$ cat src/rtl/scpu_sram_io_resp_pkg.sv
// Shared widths, mode codes and FSM states for the serial SRAM loader responder.
// Every other file of this block imports this package.
package scpu_sram_io_pkg;

    localparam int MEMORY_DATA_WIDTH = 8;
    localparam int MEMORY_ADDR_WIDTH = 9;
    localparam int REG_BITS_WIDTH    = MEMORY_ADDR_WIDTH + MEMORY_DATA_WIDTH;
    localparam int CNT_W             = $clog2(REG_BITS_WIDTH);

    typedef enum logic [1:0] {
        MODE_SHIN  = 2'b00,
        MODE_RD    = 2'b01,
        MODE_SHOUT = 2'b10,
        MODE_WR    = 2'b11
    } mode_e;

    typedef enum logic [2:0] {
        ST_IDLE,
        ST_SHIFT_IN,
        ST_SHIFT_OUT,
        ST_WR,
        ST_RD_REQ,
        ST_RD_CAP
    } state_e;

    function automatic logic is_shift_mode(input mode_e m);
        return (m == MODE_SHIN) || (m == MODE_SHOUT);
    endfunction

endpackage

$ cat src/rtl/scpu_sram_io_resp_if.sv
// Pad-side control/serial signals plus the SRAM macro port, bundled for the responder.
// slave = the responder itself; master = whatever drives the pads and models the SRAM.
interface scpu_sram_io_resp_if;
    import scpu_sram_io_pkg::*;

    logic [1:0]                   ctrl_mode;
    logic                         ctrl_bgn;
    logic                         load_n;
    logic                         ctrl_si;
    logic                         ctrl_so;
    logic                         ctrl_rdy;
    logic                         sram_cen;
    logic                         sram_wen;
    logic [MEMORY_ADDR_WIDTH-1:0] sram_addr;
    logic [MEMORY_DATA_WIDTH-1:0] sram_din;
    logic [MEMORY_DATA_WIDTH-1:0] sram_dout;

    modport slave (
        input  ctrl_mode, ctrl_bgn, load_n, ctrl_si, sram_dout,
        output ctrl_so, ctrl_rdy, sram_cen, sram_wen, sram_addr, sram_din
    );

    modport master (
        output ctrl_mode, ctrl_bgn, load_n, ctrl_si, sram_dout,
        input  ctrl_so, ctrl_rdy, sram_cen, sram_wen, sram_addr, sram_din
    );

endinterface

$ cat src/rtl/scpu_sram_io_resp_shreg.sv
// 17-bit {addr,data} holding register: LSB-first shift-in, right rotate, low-byte parallel load.
// One operation per cycle; shift has priority over rotate over load; otherwise the value is frozen.
module scpu_serial_shreg
    import scpu_sram_io_pkg::*;
(
    input  logic                         clk,
    input  logic                         rst,
    input  logic                         shift_en_i,
    input  logic                         rot_en_i,
    input  logic                         load_lo_en_i,
    input  logic                         si_i,
    input  logic [MEMORY_DATA_WIDTH-1:0] din_lo_i,
    output logic [REG_BITS_WIDTH-1:0]    q_o
);

    logic [REG_BITS_WIDTH-1:0] shreg_q;
    logic [REG_BITS_WIDTH-1:0] shreg_d;

    always_comb begin
        shreg_d = shreg_q;
        if (shift_en_i) begin
            shreg_d = {si_i, shreg_q[REG_BITS_WIDTH-1:1]};
        end else if (rot_en_i) begin
            shreg_d = {shreg_q[0], shreg_q[REG_BITS_WIDTH-1:1]};
        end else if (load_lo_en_i) begin
            shreg_d[MEMORY_DATA_WIDTH-1:0] = din_lo_i;
        end
    end

    always_ff @(posedge clk or posedge rst) begin
        if (rst) begin
            shreg_q <= '0;
        end else begin
            shreg_q <= shreg_d;
        end
    end

    assign q_o = shreg_q;

endmodule

$ cat src/rtl/scpu_sram_io_resp.sv
// Chip-side responder to the FPGA serial SRAM loader: 17-bit serial shift in/out and one-shot SRAM read/write.
// Shifts take 17 edges, write 1 busy cycle, read 2; ctrl_rdy low while busy and all strobes are dropped then.
module scpu_sram_io_resp
    import scpu_sram_io_pkg::*;
(
    input  logic                csi_clk,
    input  logic                rsi_reset,
    scpu_sram_io_resp_if.slave  bus
);

    state_e            state_q, state_d;
    logic [CNT_W-1:0]  cnt_q, cnt_d;
    logic              bgn_q;
    logic              cen_q, cen_d;
    logic              wen_q, wen_d;
    logic              rdy_q, rdy_d;

    logic              bgn_rise;
    logic              shift_en;
    logic              rot_en;
    logic              cap_en;
    mode_e             mode;
    logic [REG_BITS_WIDTH-1:0] shreg;

    assign mode     = mode_e'(bus.ctrl_mode);
    assign bgn_rise = bus.ctrl_bgn & ~bgn_q;

    scpu_serial_shreg u_shreg (
        .clk          (csi_clk),
        .rst          (rsi_reset),
        .shift_en_i   (shift_en),
        .rot_en_i     (rot_en),
        .load_lo_en_i (cap_en),
        .si_i         (bus.ctrl_si),
        .din_lo_i     (bus.sram_dout),
        .q_o          (shreg)
    );

    // The mode is captured by the state chosen on the start edge, so later ctrl_mode changes are inert.
    always_comb begin
        state_d  = state_q;
        cnt_d    = cnt_q;
        cen_d    = 1'b1;
        wen_d    = 1'b1;
        shift_en = 1'b0;
        rot_en   = 1'b0;
        cap_en   = 1'b0;
        case (state_q)
            ST_IDLE: begin
                if (!bus.load_n && is_shift_mode(mode)) begin
                    cnt_d = CNT_W'(REG_BITS_WIDTH - 1);
                    if (mode == MODE_SHIN) begin
                        shift_en = 1'b1;
                        state_d  = ST_SHIFT_IN;
                    end else begin
                        rot_en   = 1'b1;
                        state_d  = ST_SHIFT_OUT;
                    end
                end else if (bgn_rise && mode == MODE_WR) begin
                    cen_d   = 1'b0;
                    wen_d   = 1'b0;
                    state_d = ST_WR;
                end else if (bgn_rise && mode == MODE_RD) begin
                    cen_d   = 1'b0;
                    state_d = ST_RD_REQ;
                end
            end
            ST_SHIFT_IN: begin
                shift_en = 1'b1;
                cnt_d    = cnt_q - CNT_W'(1);
                if (cnt_q == CNT_W'(1)) state_d = ST_IDLE;
            end
            ST_SHIFT_OUT: begin
                rot_en = 1'b1;
                cnt_d  = cnt_q - CNT_W'(1);
                if (cnt_q == CNT_W'(1)) state_d = ST_IDLE;
            end
            ST_WR:     state_d = ST_IDLE;
            ST_RD_REQ: state_d = ST_RD_CAP;
            ST_RD_CAP: begin
                cap_en  = 1'b1;
                state_d = ST_IDLE;
            end
            default:   state_d = ST_IDLE;
        endcase
        rdy_d = (state_d == ST_IDLE);
    end

    always_ff @(posedge csi_clk or posedge rsi_reset) begin
        if (rsi_reset) begin
            state_q <= ST_IDLE;
            cnt_q   <= '0;
            bgn_q   <= 1'b0;
            cen_q   <= 1'b1;
            wen_q   <= 1'b1;
            rdy_q   <= 1'b1;
        end else begin
            state_q <= state_d;
            cnt_q   <= cnt_d;
            bgn_q   <= bus.ctrl_bgn;
            cen_q   <= cen_d;
            wen_q   <= wen_d;
            rdy_q   <= rdy_d;
        end
    end

    assign bus.ctrl_so   = shreg[0];
    assign bus.ctrl_rdy  = rdy_q;
    assign bus.sram_cen  = cen_q;
    assign bus.sram_wen  = wen_q;
    assign bus.sram_addr = shreg[REG_BITS_WIDTH-1:MEMORY_DATA_WIDTH];
    assign bus.sram_din  = shreg[MEMORY_DATA_WIDTH-1:0];

endmodule

$ cat src/flat_wrapper.sv
// flat-port wrapper written by rule: the top's interface ports become plain ports
module scpu_sram_io_resp_flat import scpu_sram_io_pkg::*;
  (csi_clk, rsi_reset, bus_ctrl_mode, bus_ctrl_bgn, bus_load_n, bus_ctrl_si, bus_sram_dout, bus_ctrl_so, bus_ctrl_rdy, bus_sram_cen, bus_sram_wen, bus_sram_addr, bus_sram_din);
  scpu_sram_io_resp_if bus_i ();
  input  logic csi_clk;
  input  logic rsi_reset;
  input wire logic [$bits(bus_i.ctrl_mode)-1:0] bus_ctrl_mode;
  input wire logic [$bits(bus_i.ctrl_bgn)-1:0] bus_ctrl_bgn;
  input wire logic [$bits(bus_i.load_n)-1:0] bus_load_n;
  input wire logic [$bits(bus_i.ctrl_si)-1:0] bus_ctrl_si;
  input wire logic [$bits(bus_i.sram_dout)-1:0] bus_sram_dout;
  output wire logic [$bits(bus_i.ctrl_so)-1:0] bus_ctrl_so;
  output wire logic [$bits(bus_i.ctrl_rdy)-1:0] bus_ctrl_rdy;
  output wire logic [$bits(bus_i.sram_cen)-1:0] bus_sram_cen;
  output wire logic [$bits(bus_i.sram_wen)-1:0] bus_sram_wen;
  output wire logic [$bits(bus_i.sram_addr)-1:0] bus_sram_addr;
  output wire logic [$bits(bus_i.sram_din)-1:0] bus_sram_din;
  assign bus_i.ctrl_mode = bus_ctrl_mode;
  assign bus_i.ctrl_bgn = bus_ctrl_bgn;
  assign bus_i.load_n = bus_load_n;
  assign bus_i.ctrl_si = bus_ctrl_si;
  assign bus_i.sram_dout = bus_sram_dout;
  assign bus_ctrl_so = bus_i.ctrl_so;
  assign bus_ctrl_rdy = bus_i.ctrl_rdy;
  assign bus_sram_cen = bus_i.sram_cen;
  assign bus_sram_wen = bus_i.sram_wen;
  assign bus_sram_addr = bus_i.sram_addr;
  assign bus_sram_din = bus_i.sram_din;
  scpu_sram_io_resp u_core (.csi_clk(csi_clk), .rsi_reset(rsi_reset), .bus(bus_i));
endmodule
$ cat config.mk
export PLATFORM = sky130hd
export DESIGN_NAME = scpu_sram_io_resp_flat
export DESIGN_NICKNAME = d
export VERILOG_FILES = /design/src/rtl/scpu_sram_io_resp_pkg.sv /design/src/rtl/scpu_sram_io_resp_if.sv /design/src/rtl/scpu_sram_io_resp_shreg.sv /design/src/rtl/scpu_sram_io_resp.sv /design/src/flat_wrapper.sv
export SDC_FILE = /design/constraint.sdc
export NUM_CORES = 1
export LEC_CHECK = 0
export ABC_AREA = 1
export CORE_MARGIN = 2
export CORE_UTILIZATION = 47
export CTS_BUF_LIST = sky130_fd_sc_hd__clkbuf_8
export CTS_CLUSTER_DIAMETER = 150
export DETAILED_ROUTE_END_ITERATION = 10
export PLACE_DENSITY_LB_ADDON = 0.2
export SETUP_SLACK_MARGIN = 0.3
export SLEW_MARGIN = 20
export SYNTH_ARGS = -nofsm -noshare
export SYNTH_HDL_FRONTEND = slang
export SYNTH_HIERARCHICAL = 1
export SYNTH_SLANG_ARGS = --single-unit
$ cat constraint.sdc
create_clock -name csi_clk -period 1.4 [get_ports csi_clk]
set_input_delay 0.42 -clock csi_clk [delete_from_list [all_inputs] [get_ports csi_clk]]
set_output_delay 0.42 -clock csi_clk [all_outputs]
set_load 0.01 [all_outputs]
# --- Word level (Yosys, flattened, before mapping) ---
# Index checks and enable logic that the tools add are counted.
totals:
  register_bits: 29
op_classes:
  bitwise_logic: 2
  eq_ne: 9
  n_addsub: 1
  n_reduce_logical: 13
  muxes: 26
ops:
  columns: ["op", "n"]
  rows:
  - ["2-to-1 mux 17 bit", 1]
  - ["2-to-1 mux 8 bit", 2]
  - ["2-to-1 mux 1 bit", 12]
  - ["2-to-1 mux 3 bit", 4]
  - ["case mux 5 bit (2 select lines)", 1]
  - ["2-to-1 mux 9 bit", 1]
  - ["case mux 3 bit (3 select lines)", 1]
  - ["== test 3 bit, second input constant", 2]
  - ["zero test 3 bit", 2]
  - ["== test 5 x 1 -> 1 bit, second input constant", 1]
  - ["2-to-1 mux 5 bit", 1]
  - ["subtractor 5 x 1 -> 5 bit, second input constant", 1]
  - ["== test 2 bit, second input constant", 2]
  - ["case mux 1 bit (2 select lines)", 2]
  - ["nonzero test 2 bit", 2]
  - ["== test 3 x 1 -> 1 bit, second input constant", 1]
  - ["== test 3 x 2 -> 1 bit, second input constant", 1]
  - ["logical AND 1 bit", 3]
  - ["nonzero test 3 bit", 1]
  - ["== test 2 x 1 -> 1 bit, second input constant", 1]
  - ["zero test 2 bit", 1]
  - ["2-to-1 mux 2 bit", 1]
  - ["inequality test 2 x 1 -> 1 bit, second input constant", 1]
  - ["AND reduction 2 bit", 1]
  - ["5 further kinds", 5]

# --- Longest topological paths before layout ---
# Gate-level depths: netlist of the first run.
logic_depth:
  ltp_word: 8
  mapped_depth: 11
  ltp_nobuf: 10

# --- By module ---
# Netlist of the first run, hierarchy kept.
modules_own_cells:
  columns: ["mod", "instances", "seq_area_each_um2", "area_per_inst_um2", "cells_each"]
  rows:
  - ["scpu_serial_shreg", 1, 425.4, 914.6, 120]
  - ["scpu_sram_io_resp", 1, 304.0, 675.6, 82]

# --- Worst setup path after synthesis of the first run ---
# OpenSTA, ideal clock, no wires.
synth_path:
  path_kind: "in2reg"
  start: "input port bus_ctrl_mode[0]"
  end: "register u_core.u_shreg.shreg_q[1], in the netlist u_core/u_shreg/q_o[1]"
  path_slack_ns: -0.143
  required_ns: 1.283
  t_arrival_ns: 1.426
  cell_stages: 8
  n_path_buf: 2
  path_cell_list: "nor2_1 > inv_1 > o31ai_1 > buf_6 > nor2_8 > buf_6 > nand3_1 > nand2_1"
synth_between:
  elab_chain_len: 7
  word_cells_on_any_way: 13
  cone_classes: "1 x eq/ne; 8 x mux; 4 x reduce/logical"
synth_rtl:
  columns: ["element", "line_no", "rtl"]
  rows:
  - ["start: declaration", "flat_wrapper.sv:7", "input wire logic [$bits(bus_i.ctrl_mode)-1:0] bus_ctrl_mode;"]
  - ["== test 2 bit or zero test 2 bit (tied branches)", "scpu_sram_io_resp_pkg.sv:27, scpu_sram_io_resp.sv:52", null]
  - ["logical OR 1 bit", "scpu_sram_io_resp_pkg.sv:27", "return (m == MODE_SHIN) || (m == MODE_SHOUT);"]
  - ["logical AND 1 bit", "scpu_sram_io_resp.sv:50", "if (!bus.load_n && is_shift_mode(mode)) begin"]
  - ["2-to-1 mux 1 bit (*)", "scpu_sram_io_resp.sv:50", null]
  - ["case mux 1 bit (2 select lines) (*)", "scpu_sram_io_resp.sv:48", "case (state_q)"]
  - ["via u_core.rot_en", "scpu_sram_io_resp.sv:20", "logic rot_en;"]
  - ["2-to-1 mux 8 bit", "scpu_sram_io_resp_shreg.sv:23", "end else if (rot_en_i) begin"]
  - ["2-to-1 mux 17 bit", "scpu_sram_io_resp_shreg.sv:21", "if (shift_en_i) begin"]
  - ["end signal: assignment", "scpu_sram_io_resp_shreg.sv:34", "shreg_q <= shreg_d;"]
  - ["end: declaration", "scpu_sram_io_resp_shreg.sv:16", "logic [REG_BITS_WIDTH-1:0] shreg_q;"]
# Mark *: on every way through the listed nets, which the timed path passes. The rest lies on a longest branch.
# A chain may end at the register's enable or synchronous reset.

# --- Worst setup path in the final report of the first run ---
layout_path:
  start: "register u_core.state_q[1]"
  end: "register u_core.u_shreg.shreg_q[1], in the netlist u_core/u_shreg/q_o[1]"
layout_between:
  elab_chain_len: 4
  word_cells_on_any_way: 10
  cone_classes: "3 x eq/ne; 5 x mux; 2 x reduce/logical"
layout_rtl:
  columns: ["element", "line_no", "rtl"]
  rows:
  - ["start: declaration", "scpu_sram_io_resp.sv:11", "state_e state_q, state_d;"]
  - ["start signal: assignment", "scpu_sram_io_resp.sv:98", "state_q <= state_d;"]
  - ["== test 3 x 2 -> 1 bit or zero test 3 bit (tied branches)", "scpu_sram_io_resp.sv:48", null]
  - ["case mux 1 bit (2 select lines) (*)", "scpu_sram_io_resp.sv:48", null]
  - ["via u_core.rot_en", "scpu_sram_io_resp.sv:20", null]
  - ["2-to-1 mux 8 bit", "scpu_sram_io_resp_shreg.sv:23", null]
  - ["2-to-1 mux 17 bit", "scpu_sram_io_resp_shreg.sv:21", null]
# Marked as above.

==> results of run 1 <==
-- area by class of cell --
cell class              count  area, sq um
flip-flops and latches     29          733
well taps                  46         57.6
clock inverters             3         65.1
repair buffers             91          729
inverters                  29          128
clock buffers               5         68.8
fillers                   202          631
multi-input cells         132          872
-- cell families (layout without fill, tap and decap cells) --
family,Yosys count,in the layout
adder cells (fa/ha/maj),2,2
AND/OR/NAND/NOR,112,114
AO/OA/AOI/OAI,15,15
flip-flops,29,29
XOR/XNOR,1,1
buffers and inverters,43,128
-- sequential cells by signal, summed over array words and instances, names as in the netlist --
name / flops
u_core/bus.ctrl_rdy: 1
u_core/bus.sram_wen: 1
u_core/cnt_q: 5
u_core/u_shreg/q_o: 17
u_core/state_q: 3
u_core/bus.sram_cen: 1
u_core/bgn_q: 1
-- power groups by stage --
stage	logic [W]	registers, W	clock network [W]
2_1_floorplan	0.00199	0.00154	0
6_report	0.00427	0.00151	0.00103
5_1_grt	0.00466	0.00155	0.00109
3_3_place_gp	0.00274	0.00153	0
4_1_cts	0.00334	0.00146	0.00105
3_5_place_dp	0.00281	0.00153	0
-- repair_timing --
item	4_1_cts	5_1_grt
endpoints found under the hold margin	0	0
cloned	1	1
setup endpoints to repair	49	49
pin swaps	10	18
setup buffers	25	13
resized for setup	110	49
-- per-layer routing --
layer,GRT usage (%),vias to the layer above
met4,7.50,0
met3,5.62,13
met1,23.8,745
met2,36.8,39
li1,-,789
met5,0,-
-- critical path, delay by kind of cell, from the launching register on --
kind / cells / cell delay (ns)
AND/OR/NAND/NOR: 4 / 0.34
AO/OA/AOI/OAI: 2 / 0.24
buffers and inverters: 2 / 0.29
flip-flops: 1 / 0.43
-- how the worst max path moves through the flow --
| stage | start | endpoint | cells after the start |
|---|---|---|---|
| 2_1_floorplan | bus_ctrl_mode[0] | u_core/u_shreg/q_o[1] | 8 |
| 3_3_place_gp | bus_ctrl_mode[0] | u_core/u_shreg/q_o[16] | 9 |
| 3_5_place_dp | bus_ctrl_mode[0] | u_core/u_shreg/q_o[16] | 9 |
| 4_1_cts | u_core/state_q[0] | u_core/u_shreg/q_o[7] | 8 |
| 5_1_grt | u_core/state_q[1] | u_core/u_shreg/q_o[1] | 8 |
| 6_report | u_core/state_q[1] | u_core/u_shreg/q_o[1] | 8 |
-- layout by cell type, fill, tap and decap left out, drive strengths merged --
cell	instances
o31ai	1
a21oi	1
dfstp	3
xnor2	1
clkbuf	5
nand4	1
dlymetal6s2s	1
ha	2
dlygate4sd2	3
inv	27
o21ai	12
o22ai	1
nor3	2
nor2	14
nand2	79
clkinv	3
buf	77
clkdlybuf4s50	10
bufinv	2
nand3	18
dfrtp	26
-- stage by stage --
step | std cells | util [%] | power, W | setup TNS (ns) | hold WS [ns]
finish | 335 | 80.8 | 0.00681 | -0.0461 | 0.292
global route | 335 | 80.8 | 0.00731 | -0.902 | 0.303
CTS | 321 | 71.5 | 0.00585 | -0.248 | 0.442
detailed placement | 287 | 61.9 | 0.00434 | -11.07 | 0.490
global placement | 287 | 61.9 | 0.00426 | -10.44 | 0.490
floorplan | 202 | - | 0.00353 | 0 | 0.283
==> key figures, run 1 <==
Logic synthesis
  • Ys async rst share: 100%
  • Synth area leaders: dfrtp_1 41%, nand2_1 17%, inv_1 5.9%
  • Mapped Area: 1590 sq um
  • EDFF count, synth: 0
  • Mux share of post-synthesis cell area: 0%
  • Number of library cell types mapped by synthesis: 28
  • Yosys Warn Count: 6
  • Main combinational cell family by area after synthesis: simple AND/OR/NAND/NOR gates
  • Most frequent cells after synthesis: 74 x nand2_1, 26 x dfrtp_1, 25 x inv_1
  • Most frequent cell after synthesis: nand2_1
  • Post-synthesis net count: 219
  • Yosys reg bits: 29
  • Simple-Gate Fraction of Synth Area: between 30% and 40%
  • Synth Instances: ~200
  • Avg Cell Area, Syn: roughly 7.9 sq um
  • Synth top area share: 40.9%
  • XOR/XNOR share of the synthesized area: 0.551%
  • Post-synthesis adder-cell area fraction: 1.57%
  • Main synth FF type: dfrtp_1
  • Compound-Gate Fraction of Synth Area: slightly above 5%
  • Sequential share of the synthesized area: a little under half
  • Yosys top cell by area: dfrtp_1

STA
  • Fin. max-slew vios: 0
  • Final setup fails: 4
  • Fmax: approximately 700 MHz
  • Final setup margin: -0.0158 ns
  • Slew @ Worst Pin: just over 0.4 ns
  • Final-report hold violation count: 0
  • Final cycle utilization of the critical path: 101%
  • Setup Skew: around 0.0071 ns
  • Relative slew margins: 72.6%
  • Min Tclk post-route: between 1 and 1.5 ns
  • RSZ-0062 raised after global routing: yes

Global routing
  • First-pass GRT wire length: approximately 6400 microns
  • Largest net degree at the start of global routing: 18
  • Initial antenna violation count: 0
  • Via count of the first global-routing pass: between 1000 and 1500
  • Total global routing overflow: 0
  • Total GRT Usage: between 20% and 30%

Drt
  • DRT iter0 DRCs: between 70 and 80
  • DR vias: 1586
  • DRT Pass-1 Iters: 4
  • Residual DRC: 0
  • Detailed-route wire length: 4330 microns
  • Detail Route met3 WL: 169 microns
  • WL met2: around 2300 microns
  • Vias per cell: roughly 4.7
  • Final ANT Viol Nets: 0
  • Post-DR wirelength/cell: around 13 microns
  • Top Metal Used: met4
  • Met1 wire length: around 1700 microns

Status
  • Status: complete, but fails checks
  • Failing checks: negative setup slack

Pwr
  • Fraction of power spent switching nets: about two fifths
  • PwrDens: ~2600 nW/um^2
  • Leak Pwr: 1.41 nW
  • Clk pwr share: about 15%
  • VDD IR max: between 1 and 1.5 mV
  • Logic gate share of total power: about 63%
  • Sequential share of power: 22.1%
  • Psw: 0.00286 W
  • P_int: around 0.0040 W

Clock tree
  • Htree depth: 2
  • Hold-fix buffer count after cts: 0
  • Clk root buf: clkbuf_8
  • Clk buf depth: 2
  • Cts bufs inserted: 5
  • TritonCTS clock tree: yes
  • Clk slew on worst S/H paths: 0.06 ns
  • Clk_lat worst skew: approximately 0.29 ns
  • Clk sinks: 29

Floorplanning
  • Site Rows: 21
  • Die Width: roughly 62 microns
  • Core ar.: 3280 sq um
  • Die height: between 60 and 70 microns
  • Initial Util: approximately half
  • IO Count: 36
  • Die area: between 3000 and 4000 sq um

Critical path
  • Crit path launch type: flip-flop
  • R2r setup slk: -0.02 ns
  • Critical path endpoint category: flip-flop
  • Worst path slowest cell: dfrtp_2
  • Reg2Reg Depth: 8
  • Critical Path Fanout Max: 6
  • RR Endpoint: u_core/u_shreg/q_o[1]
  • Worst path max stage delay: around 0.43 ns
  • Crit Path Class: flip-flop to flip-flop
  • Worst Path Required: about 1.6 ns
  • Worst-path cell chain: nor2_4 > nand2_4 > o31ai_4 > buf_6 > buf_6 > o21ai_2 > nand2_1 > nand2_1
  • Worst r2r src: u_core/state_q[1]
  • WP data arrival: roughly 1.6 ns

Placed design
  • # port buffers: 35
  • GPL Wtd Cong: 0.844
  • Post-Place Setup Slack: -0.622 ns
  • HPWL after DPL: between 2000 and 2500 microns
  • Post-placement cell area: between 2000 and 2500 sq um

Hold path
  • Worst hold stages: 1
  • Hold Path End: u_core/bgn_q
  • Hold_sp: bus_ctrl_bgn
  • Hold crit path type: primary input to flip-flop

Layout
  • N_diodes: 0
  • Layout cell share with drive strength beyond 1: a little under half
  • Area delta synth->final: 66.9%
  • Post-route cell area: 2650 sq um
  • Fin nets: about 300

Run
  • MaxCap Viol Count: 0
(Power assumes the default switching activity.)
==> inputs of run 2 (changes only) <==
Settings changed: SKIP_LAST_GASP from default to 1.
==> run 2 against run 1 <==
  * Register-to-register slack lost 0.03 ns
  * Critical path depth is the same
  * Clock skew is essentially flat
  * Worst setup slack lost 0.026 ns
  * Cell count grew 0.30%
  * First-iteration DRC count grew 20%
  * Routed wire length shrank 6.8%
  * Maximum frequency shrank 1.8%
  * Count of clock-buffer cells in the layout is the same
  * Worst hold slack gained 0.0015 ns
  * Highest routed layer unchanged
  * Sequential share of layout area grew 0.45 points
  * The run still ends with negative setup slack left
==> key figures, run 2 (same netlist as run 1, synthesis figures left out) <==
Drt
  • DR vias: 1543 (-2.7%)
  • DRT Pass-1 Iters: 4 (unchanged)
  • Final ANT Viol Nets: 0 (unchanged)
  • Detailed-route wire length: 4040 microns (-6.8%)
  • DRT iter0 DRCs: 90 (+20%)
  • Post-DR wirelength/cell: 12.0 microns (-7.1%)
  • Residual DRC: 0 (unchanged)
  • Vias per cell: 4.59 (-3.0%)

Pwr
  • VDD IR max: 1.29 mV (-1.8%)
  • PwrDens: 2540 nW/um^2 (-1.2%)
  • Leak Pwr: 1.40 nW (-0.69%)
  • Tot Pwr: 0.00662 W (-2.8%)

Clock tree
  • Cts bufs inserted: 5 (unchanged)
  • Hold-fix buffer count after cts: 0 (unchanged)
  • TritonCTS clock tree: yes
  • Clk sinks: 29 (unchanged)
  • Htree depth: 2 (unchanged)
  • Clk root buf: clkbuf_8
  • Clk slew on worst S/H paths: 0.07 ns (about the same)
  • Clk buf depth: 2 (unchanged)
  • Clk_lat worst skew: 0.28 ns (about the same)

Layout
  • Max reg flops: 17 (unchanged)
  • Reg area: 733 sq um (unchanged)
  • Layout cell share with drive strength beyond 1: 46.9% (-0.85 points)
  • Post-route cell area: 2610 sq um (-1.6%)
  • Area delta synth->final: 64.2%
  • N_diodes: 0 (unchanged)
  • Fillers: 211 (+4.5%)
  • Commonest non-fill, non-tap cells in the layout: 68 x nand2_1, 49 x buf_4, 23 x dfrtp_1, 22 x inv_1, 16 x buf_2
  • Most common cell after layout, fill and taps aside: nand2_1
  • Non-filler cells, final: 336 (+0.30%)
  • Area of the multi-input gates: 827 sq um (-5.2%)
  • Fin nets: 306 (+0.33%)

Floorplanning
  • Die Width: 62.2 microns (unchanged)
  • IO Count: 36 (unchanged)
  • Site Rows: 21 (unchanged)
  • Die area: 3870 sq um (unchanged)
  • Core ar.: 3280 sq um (unchanged)
  • Die height: 62.2 microns (unchanged)
  • Initial Util: 48.4% (unchanged)

STA
  • Min Tclk post-route: 1.44 ns (+0.0264 ns)
  • Hold Slack: 0.293 ns (+0.00153 ns)
  • Setup Skew: 0.00742 ns (+0.000320 ns)
  • Final-report hold violation count: 0 (unchanged)
  • Final setup fails: 10 (+6)
  • Relative slew margins: 74.5% (+2.0 points)
  • Fmax: 693 MHz (-1.8%)
  • Fin. max-slew vios: 0 (unchanged)
  • Final cycle utilization of the critical path: 103% (+1.9 points)
  • RSZ-0062 raised after global routing: yes
  • Final setup margin: -0.0423 ns (-0.0264 ns)
  • Slew @ Worst Pin: 0.379 ns (-0.0296 ns)

Global routing
  • M1 GR Usage: 23.4% (-0.47 points)
  • Total global routing overflow: 0 (unchanged)
  • Initial antenna violation count: 0 (unchanged)
  • Via count of the first global-routing pass: 1437 (-1.7%)
  • First-pass GRT wire length: 6230 microns (-2.1%)
  • GR Util met3: 5.62% (unchanged)
  • Largest net degree at the start of global routing: 18 (unchanged)
  • Total GRT Usage: 20.3% (-0.39 points)
  • Top Usage Layer GRT: met2
  • Met2 Use GR: 36.0% (-0.82 points)

Critical path
  • Worst Path Required: 1.57 ns (about the same)
  • Critical path endpoint category: flip-flop
  • Critical Path Fanout Max: 6 (unchanged)
  • Crit path launch type: flip-flop
  • Crit Path Class: flip-flop to flip-flop
  • WP data arrival: 1.61 ns (+0.02 ns)

Run
  • MaxCap Viol Count: 0 (unchanged)

Placed design
  • Post-placement cell area: 2030 sq um (unchanged)
  • # port buffers: 35 (unchanged)
  • GPL Wtd Cong: 0.844 (unchanged)
  • Cell Count Post-Placement: 287 (unchanged)
  • HPWL after DPL: 2270 microns (unchanged)

Status
  • Status: complete, but fails checks
  • Failing checks: negative setup slack

Hold path
  • Hold crit path type: primary input to flip-flop
[run 2: changes by cell type in the layout (fill, tap and decap cells not counted), moves of 2 or more]
cell / before / now
buf_6: 14 / 12
buf_4: 47 / 49
o21ai_1: 7 / 4
o21ai_0: 0 / 4
nand2_8: 3 / 1
[run 2: worst max-delay path, stage by stage (launching register included)]
cell     delay [ns]
dfrtp_2        0.44
nor2_4         0.14
nand2_4        0.08
o31ai_4        0.18
buf_6          0.16
buf_6          0.12
o21ai_0        0.10
nand2_1        0.07
nand2_1        0.05
[run 2: area by class of cell]
cell class,count,area share (%)
well taps,46,2.20
repair buffers,92,28.4
inverters,29,4.50
clock inverters,3,2.49
multi-input cells,132,31.7
clock buffers,5,2.64
flip-flops and latches,29,28.1
[run 2: worst paths after layout]
kind / start / to / slack (ns) / cells past startpoint
max: u_core/state_q[1] / u_core/u_shreg/q_o[7] / -0.04 / 8
max reg2reg: u_core/state_q[1] / u_core/u_shreg/q_o[7] / -0.04 / 8
min: bus_ctrl_bgn / u_core/bgn_q / 0.29 / 1
max in group asynchronous: rsi_reset / u_core/bus.ctrl_rdy / 0.71 / 3
min in group asynchronous: rsi_reset / u_core/cnt_q[3] / 0.45 / 3
min reg2reg: u_core/u_shreg/q_o[14] / u_core/u_shreg/q_o[14] / 0.57 / 3
[run 2: per-stage QoR]
| stage | setup WS (ns) | setup TNS, ns | util (%) |
|---|---|---|---|
| floorplan | 0.0226 | 0 | - |
| global placement | -0.573 | -10.44 | 61.9 |
| detailed placement | -0.622 | -11.07 | 61.9 |
| CTS | -0.0332 | -0.270 | 71.2 |
| global route | -0.114 | -1.25 | 79.5 |
| finish | -0.0423 | -0.208 | 79.5 |
[run 2: metal layers]
metal	share of wire [%]	vias up
li1	-	789
met1	42	713
met2	52	32
met3	3.6	9
met4	1.8	0
met5	0	-
[run 2: timing repair]
action	4_1_cts	5_1_grt
endpoints found under the setup margin	49	49
hold endpoints to repair	0	0
setup buffers	25	14
gates cloned	1	1
gates resized for setup	107	36
pin swaps	10	18
[run 2: report_power, final]
part,switching (W),total (W),internal [W]
combinational,0.00212,0.00409,0.00198
clock,0.000324,0.00103,0.000707
sequential,0.000263,0.00150,0.00123
total,0.00270,0.00662,0.00392
==> inputs of run 3 (changes only) <==
Settings changed: CORE_UTILIZATION 47 to 50.
Clock period 1.4 ns to 1.8 ns, I/O delays scaled along.
==> run 3 against run 2 <==
  * The flow now finishes without violations
  * Register-to-register slack better by 0.40 ns
  * Critical path depth increased by 1
  * Largest cell class is now flip-flops and latches
  * Count of clock-buffer cells in the layout grew 2
  * Global-route usage is 1.5 points higher
  * Routed wire length shrank 11%
  * Flip-flop and latch count unchanged
  * Clock power fell by 42%
==> key figures, run 3 (same netlist as run 1, synthesis figures left out) <==
Layout
  • N_diodes: 0 (unchanged)
  • Non-filler cells, final: 308 (-8.3%)
  • Layout cell share with drive strength beyond 1: 28.8% (-18 points)
  • Max reg flops: 17 (unchanged)
  • Commonest non-fill, non-tap cells in the layout: 71 x nand2_1, 27 x buf_4, 24 x dfrtp_1, 22 x inv_1, 18 x clkdlybuf4s15_1
  • Post-route cell area: 2300 sq um (-12%)
  • Area delta synth->final: 44.5%
  • Most common cell after layout, fill and taps aside: nand2_1
  • Fin nets: 280 (-8.5%)

Drt
  • Post-DR wirelength/cell: 11.7 microns (-2.9%)
  • DRT iter0 DRCs: 66 (-27%)
  • DRT Pass-1 Iters: 5 (+1)
  • Vias per cell: 4.78 (+4.1%)
  • DR vias: 1472 (-4.6%)
  • Final ANT Viol Nets: 0 (unchanged)
  • Detailed-route wire length: 3600 microns (-11%)
  • Residual DRC: 0 (unchanged)

Floorplanning
  • Die area: 3650 sq um (-5.6%)
  • Die height: 60.4 microns (-2.9%)
  • Initial Util: 52.5% (+4.1 points)
  • IO Count: 36 (unchanged)
  • Site Rows: 20 (-4.8%)
  • Core ar.: 3030 sq um (-7.8%)
  • Die Width: 60.4 microns (-2.9%)

Global routing
  • Via count of the first global-routing pass: 1386 (-3.5%)
  • First-pass GRT wire length: 5840 microns (-6.2%)
  • Initial antenna violation count: 0 (unchanged)
  • Total GRT Usage: 21.8% (+1.5 points)
  • Largest net degree at the start of global routing: 18 (unchanged)
  • Total global routing overflow: 0 (unchanged)

Clock tree
  • Clk slew on worst S/H paths: 0.07 ns (about the same)
  • Clk buf depth: 2 (unchanged)
  • Hold-fix buffer count after cts: 0 (unchanged)
  • Htree depth: 2 (unchanged)
  • Clk sinks: 29 (unchanged)
  • Cts bufs inserted: 5 (unchanged)
  • Clk_lat worst skew: 0.28 ns (about the same)
  • Clk root buf: clkbuf_8
  • TritonCTS clock tree: yes

Critical path
  • Crit path launch type: primary input
  • Cell family with most CP delay: buffers and inverters
  • Worst path max stage delay: 0.22 ns (-0.22 ns)
  • Crit Path Class: primary input to flip-flop
  • WP data arrival: 1.64 ns (+0.03 ns)
  • Critical path endpoint category: flip-flop
  • Critical Path Fanout Max: 8 (+2)
  • Crit path top cell by count: nand2_1
  • Worst Path Required: 1.97 ns (+0.40 ns)
  • Worst path slowest cell: clkdlybuf4s15_2
  • CP bufs+invs: 4 (+2)
  • Worst-path cell chain: clkdlybuf4s15_2 > nor2_4 > inv_2 > o31ai_4 > buf_6 > nor2_8 > buf_4 > nand2_1 > nand2_1

STA
  • RSZ-0062 raised after global routing: yes
  • Final-report hold violation count: 0 (unchanged)
  • Slew @ Worst Pin: 0.465 ns (+0.0864 ns)
  • Relative slew margins: 68.9% (-5.6 points)
  • Final setup fails: 0 (-10)
  • Final cycle utilization of the critical path: approximately 82%
  • Setup Skew: 0.00684 ns (-0.000579 ns)
  • Fmax: slightly below 700 MHz
  • Fin. max-slew vios: 0 (unchanged)
  • Min Tclk post-route: 1.47 ns

Placed design
  • Cell Count Post-Placement: 282 (-1.7%)
  • GPL Wtd Cong: 0.863 (+2.2%)
  • HPWL after DPL: 2530 microns (+11%)
  • Post-placement cell area: 2010 sq um (-0.99%)
  • # port buffers: 35 (unchanged)

Pwr
  • PwrDens: 1920 nW/um^2 (-24%)
  • VDD IR max: 1.21 mV (-6.6%)
  • Leak Pwr: 1.21 nW (-14%)
  • Tot Pwr: 0.00442 W (-33%)

Status
  • Status: finished, final reports clean

Hold path
  • Hold crit path type: flip-flop to flip-flop

Run
  • MaxCap Viol Count: 0 (unchanged)
## run 3: changes by cell type in the layout (fill, tap and decap cells not counted), sizes merged, moves of 2 or more
| cell | change |
|---|---|
| buf | -43 |
| nor2 | -2 |
| dlygate4sd2 | -2 |
| clkdlybuf4s15 | +19 |
| clkbuf | +4 |
| bufinv | -2 |
## run 3: cell type report
type,count,area (sq um)
fill,203,731
sequential,29,732
clock buffer,7,96.3
tap,44,55.1
multi-input combinational,130,683
inverter,29,116
clock inverter,1,5.00
timing repair buffer,68,609
## run 3: final timing paths
kind	startpoint	end	slack (ns)	depth (start not counted)
max	bus_ctrl_mode[0]	u_core/u_shreg/q_o[13]	0.33	9
min	u_core/u_shreg/q_o[11]	u_core/u_shreg/q_o[10]	0.49	2
max reg2reg	u_core/state_q[1]	u_core/u_shreg/q_o[13]	0.36	8
min reg2reg	u_core/u_shreg/q_o[11]	u_core/u_shreg/q_o[10]	0.49	2
max in group asynchronous	rsi_reset	u_core/bus.sram_wen	0.85	2
min in group asynchronous	rsi_reset	u_core/u_shreg/q_o[10]	0.60	3
## run 3: tightest hold or removal path, stage by stage (launching register included)
cell,delay (ns)
dfrtp_1,0.36
nand2_1,0.06
nand2_1,0.05
## run 3: layer usage
| metal | part of all wire [%] | up-vias | track usage, % |
|---|---|---|---|
| li1 | - | 730 | - |
| met1 | 41 | 687 | 26.0 |
| met2 | 52 | 48 | 37.4 |
| met3 | 5.0 | 7 | 5.33 |
| met4 | 1.6 | 0 | 9.84 |
| met5 | 0 | - | 0 |
## run 3: where the power goes
group / leakage, nW / switching (W) / internal (W) / total [W]
Sequential: 0.350 / 0.000199 / 0.000958 / 0.00116
Clock: 0.0542 / 0.000250 / 0.000345 / 0.000595
Combinational: 0.811 / 0.00137 / 0.00130 / 0.00267
## run 3: through the flow
stage               util, %  setup TNS, ns  setup slack, ns  hold slack [ns]
floorplan                 -              0            0.322            0.403
finish                 75.9              0            0.332            0.487
detailed placement     66.4          -4.45           -0.305            0.486
global placement       66.4          -3.53           -0.234            0.477
CTS                    72.9              0            0.195            0.499
global route           75.9              0            0.287            0.516
## run 3: timing repair
item / 4_1_cts / 5_1_grt
setup buffers: 14 / 4
endpoints found under the setup margin: 38 / 27
pin swaps: 4 / 7
resized for setup: 45 / 34
